--- src/rtl/gesture_uart_reporter.sv ---
// gesture_uart_reporter: queues confirmed gesture events and sends each as a sync + payload 8N1 UART frame
module gesture_uart_reporter #(
  parameter int CLKS_PER_BIT = 104,
  parameter int FIFO_DEPTH = 4,
  parameter logic [7:0] SYNC_BYTE = 8'hA5
) (
  input  logic                          clk,
  input  logic                          rst,
  input  logic [1:0]                    gesture,
  input  logic                          gesture_valid,
  input  logic [3:0]                    gesture_confidence,
  input  logic                          clr_overflow,
  output logic                          tx,
  output logic                          tx_busy,
  output logic [$clog2(FIFO_DEPTH):0]   fifo_count,
  output logic                          overflow,
  output logic [7:0]                    dropped_count,
  output logic [1:0]                    debug_state
);
  localparam int AW = $clog2(FIFO_DEPTH);
  localparam int CW = AW + 1;
  localparam int BW = $clog2(CLKS_PER_BIT);
  localparam logic [CW-1:0] FULL = CW'(FIFO_DEPTH);
  localparam logic [BW-1:0] LAST = BW'(CLKS_PER_BIT - 1);
  typedef enum logic [1:0] {IDLE, START, DATA, STOP} state_t;
  state_t state;
  logic [7:0] mem [FIFO_DEPTH];
  logic [AW-1:0] wr_ptr, rd_ptr;
  logic [1:0] seq;
  logic [BW-1:0] baud;
  logic [2:0] bit_idx;
  logic [7:0] shreg, payload;
  logic second;
  logic pop, push, drop, bit_done;
  assign pop = state == IDLE && fifo_count != '0;
  assign push = gesture_valid && (fifo_count != FULL || pop);
  assign drop = gesture_valid && !push;
  assign bit_done = baud == LAST;
  assign debug_state = state;
  always_ff @(posedge clk)
    if (push) mem[wr_ptr] <= {seq, gesture, gesture_confidence};
  // tx is registered from the current state, so the line trails the FSM by one cycle
  always_ff @(posedge clk) begin
    if (rst) begin
      state <= IDLE;
      tx <= 1'b1;
      tx_busy <= 1'b0;
      fifo_count <= '0;
      overflow <= 1'b0;
      dropped_count <= '0;
      seq <= '0;
      wr_ptr <= '0;
      rd_ptr <= '0;
      baud <= '0;
      bit_idx <= '0;
      shreg <= '0;
      payload <= '0;
      second <= 1'b0;
    end else begin
      fifo_count <= fifo_count + CW'(push) - CW'(pop);
      if (push) begin
        wr_ptr <= wr_ptr + 1'b1;
        seq <= seq + 1'b1;
      end
      if (pop) rd_ptr <= rd_ptr + 1'b1;
      if (drop && dropped_count != 8'hFF) dropped_count <= dropped_count + 1'b1;
      overflow <= drop ? 1'b1 : clr_overflow ? 1'b0 : overflow;
      tx <= state == START ? 1'b0 : state == DATA ? shreg[0] : 1'b1;
      baud <= (state == IDLE || bit_done) ? '0 : baud + 1'b1;
      case (state)
        IDLE: if (pop) begin
          payload <= mem[rd_ptr];
          shreg <= SYNC_BYTE;
          second <= 1'b0;
          tx_busy <= 1'b1;
          state <= START;
        end
        START: if (bit_done) begin
          bit_idx <= '0;
          state <= DATA;
        end
        DATA: if (bit_done) begin
          shreg <= shreg >> 1;
          bit_idx <= bit_idx + 1'b1;
          if (bit_idx == 3'd7) state <= STOP;
        end
        STOP: if (bit_done) begin
          if (second) begin
            state <= IDLE;
            tx_busy <= 1'b0;
          end else begin
            shreg <= payload;
            second <= 1'b1;
            state <= START;
          end
        end
      endcase
    end
  end
endmodule

--- config.mk ---
export PLATFORM = sky130hd
export DESIGN_NAME = gesture_uart_reporter
export DESIGN_NICKNAME = d
export VERILOG_FILES = /design/src/rtl/gesture_uart_reporter.sv
export SDC_FILE = /design/constraint.sdc
export NUM_CORES = 1
export LEC_CHECK = 0
export ABC_CLOCK_PERIOD_IN_PS = 2900
export CAP_MARGIN = 20
export CORE_MARGIN = 10
export CORE_UTILIZATION = 45
export DETAILED_ROUTE_END_ITERATION = 10
export PLACE_DENSITY = 0.72
export SYNTH_ARGS = -nofsm -noshare
export SYNTH_HDL_FRONTEND = slang
export SYNTH_SLANG_ARGS = --single-unit
--- constraint.sdc ---
create_clock -name clk -period 2.9 [get_ports clk]
set_input_delay 0.29 -clock clk [delete_from_list [all_inputs] [get_ports clk]]
set_output_delay 0.29 -clock clk [all_outputs]
set_load 0.005 [all_outputs]
==> flow_summary.yaml <==
power_and_ir_drop:
  finalPower_mw: 3.294
  p_per_area_mw_per_mm2: 807.0
  leakage_nw: 1.485
  vdd_ir_drop_max_mv: 0.3824
placement:
  port_buffers: 25
  dpl-instance-area_mm2: 0.003892
  gp_congestion: 0.7818
  place_ws_ns: 0.4653
  dp_hpwl_mm: 4.614
clocking:
  postCtsSetupBuffers: 0
  cts_resized: 0
  tritoncts: "yes"
  postCtsHoldBufs: 0
  clock_latency_ns: 0.36
  clk_path_buf_depth: 2
  h-tree-depth: 3
  cts-buffers-inserted: 9
  clkTransAtPathRegs_ns: 0.09
  cts-root-buf: "clkbuf_8"
  clock_sinks: 81
routing:
  wl_per_cell_um: 14.39
  ant_nets: 0
  drt-pass1-iter-count: 4
  wirelength_mm: 6.490
  vias_per_cell: 5.155
  via_count: 2325
  drtIter0Drc: 98
  drc: 0
critical_path:
  crit_path_end_kind: "flop"
  required_ns: 3.15
  cp-start-kind: "flop"
  cp.arrival_ns: 2.74
  crit_type: "flop to flop"
  crit_fanout: 7
outcome:
  status: "complete, no violations"
timing:
  finalWorstSetupSlack_ns: 0.4137
  grt_setup_unrepaired: "false"
  finClkSkew_ns: 0.01266
  timing.setup.tns_ns: 0
  fin_crit_sh_pct: 85.74
  setup_viol: 0
  tightest_slew_ns: 0.7002
  maxSlewHeadroom_pct: 53.04
  min_period_ns: 2.486
  slew_viol_final: 0
  max_freq_mhz: 402.2
  hold_viol_final: 0
synthesis:
  synth_commonest_cells: "dfxtp_1, edfxtp_1, nand2_1"
  yosysMostFrequentCell: "dfxtp_1"
  syn_avg_cell_area_um2: 11.19
  synthCells: 314
  synth-seq-cells: 81
  yosys_warnings: 0
  synth_area_mm2: 0.003513
  synth_nets: 339
  synth-edff-count: 32
  ys_seq_area_share_pct: 55.27
  yosys.area.top_type: "dfxtp_1"
  synth-main-ff-cell: "dfxtp_1"
  synthArstFlopShare_pct: 0
  netlist.area_leader.share_pct: 27.92
  synthTopCellsByArea: "dfxtp_1, edfxtp_1, mux4_2"
  synth_cell_type_count: 47
floorplanning:
  coreArea_mm2: 0.007647
  num_rows: 32
  io_pins: 26
  die_area_mm2: 0.01174
  start_util_pct: 45.94
  fp.dieH_um: 108.4
  die_w_um: 108.4
global_routing:
  grt_usage_pct: 11.82
  grt_max_degree: 26
  grt_pass1_wl_mm: 11.14
  antenna_found_initial: 0
  grt_overflow: 0
  grt_pass1_vias: 2356
layout:
  stdcell_area_mm2: 0.004081
  area_growth_pct: 16.17
  drive_above_1_share_pct: 10.32
  antenna_cells: 0
  fin_util_pct: 53.37
  fin_nets: 369
run:
  maxCapViolCount: 0
worst_hold_path:
  hold_path.class: "flop to flop"
-- cells by family (layout without fill, tap and decap cells) --
kind of cell	after synthesis	in the layout	synth area share (%)
xor+xnor	13	13	3.241
simple gates	103	103	14.78
mux	16	16	7.407
buf+inv	31	66	3.490
compound gates	55	55	10.26
flops	81	81	55.27
fa+ha+maj	15	15	5.556
-- power by group --
part | internal, mW | switching (mW) | leakage, nW
clock | 0.335 | 0.458 | 0.0951
combinational | 0.479 | 0.479 | 0.694
sequential | 1.38 | 0.160 | 0.696
-- path summary, 6_finish.rpt --
kind / startpoint / end / slack, ns / cells after the start
min reg2reg: baud[0] / baud[0] / 0.46 / 1
max reg2reg: debug_state[0] / shreg[5] / 0.41 / 8
min: baud[0] / baud[0] / 0.46 / 1
max: debug_state[0] / shreg[5] / 0.41 / 8
-- sequential cells by signal (all words and copies together) (netlist names) --
name and flops:
baud 7, bit_idx 3, debug_state 2, dropped_count 8, fifo_count 3, mem 32
overflow 1, payload 8, rd_ptr 2, second 1, seq 2, shreg 8
tx 1, tx_busy 1, wr_ptr 2
-- per-layer routing --
metal / wire length [um] / track usage, % / up-vias
li1: - / - / 1190
met1: 2969 / 14.03 / 1099
met2: 3221 / 19.66 / 32
met3: 253 / 3.986 / 4
met4: 46 / 3.955 / 0
met5: 0 / 0 / -
-- final cells by class --
cell class                 count  area [um^2]
multi-input combinational    202         1449
fill                         671         3566
sequential                    81         1942
clock buffer                   9        123.9
clock inverter                 7        65.06
inverter                      17        63.81
tap                          102        127.6
timing repair buffer          33        310.3
-- stage by stage --
| stage | hold WS, ns | std cells |
|---|---|---|
| floorplan | 0.3889 | 314 |
| global placement | 0.4332 | 435 |
| detailed placement | 0.4471 | 435 |
| CTS | 0.4618 | 451 |
| global route | 0.4849 | 451 |
| finish | 0.4570 | 451 |
-- critical path, cell delays in order (launching register included) --
cell and delay, ns:
dfxtp_1 0.43, inv_1 0.10, ha_1 0.27, buf_4 0.18
nor4b_1 0.14, buf_4 0.16, a211oi_1 0.60, nand2_1 0.19
a221oi_1 0.31
-- placed cells by master, fill, tap and decap left out, drive strengths merged, types with 3 or more instances in the layout --
master	instances
a211oi	5
a21oi	20
a22oi	3
and2	7
buf	8
clkbuf	9
clkdlybuf4s50	25
dfxtp	49
edfxtp	32
ha	14
inv	23
mux2i	8
mux4	8
nand2	29
nand3	6
nand4	6
nor2	25
nor2b	4
nor3	13
o21ai	9
o31ai	3
xnor2	8
xor2	5
No activity file was read; power rests on OpenSTA's default activity.
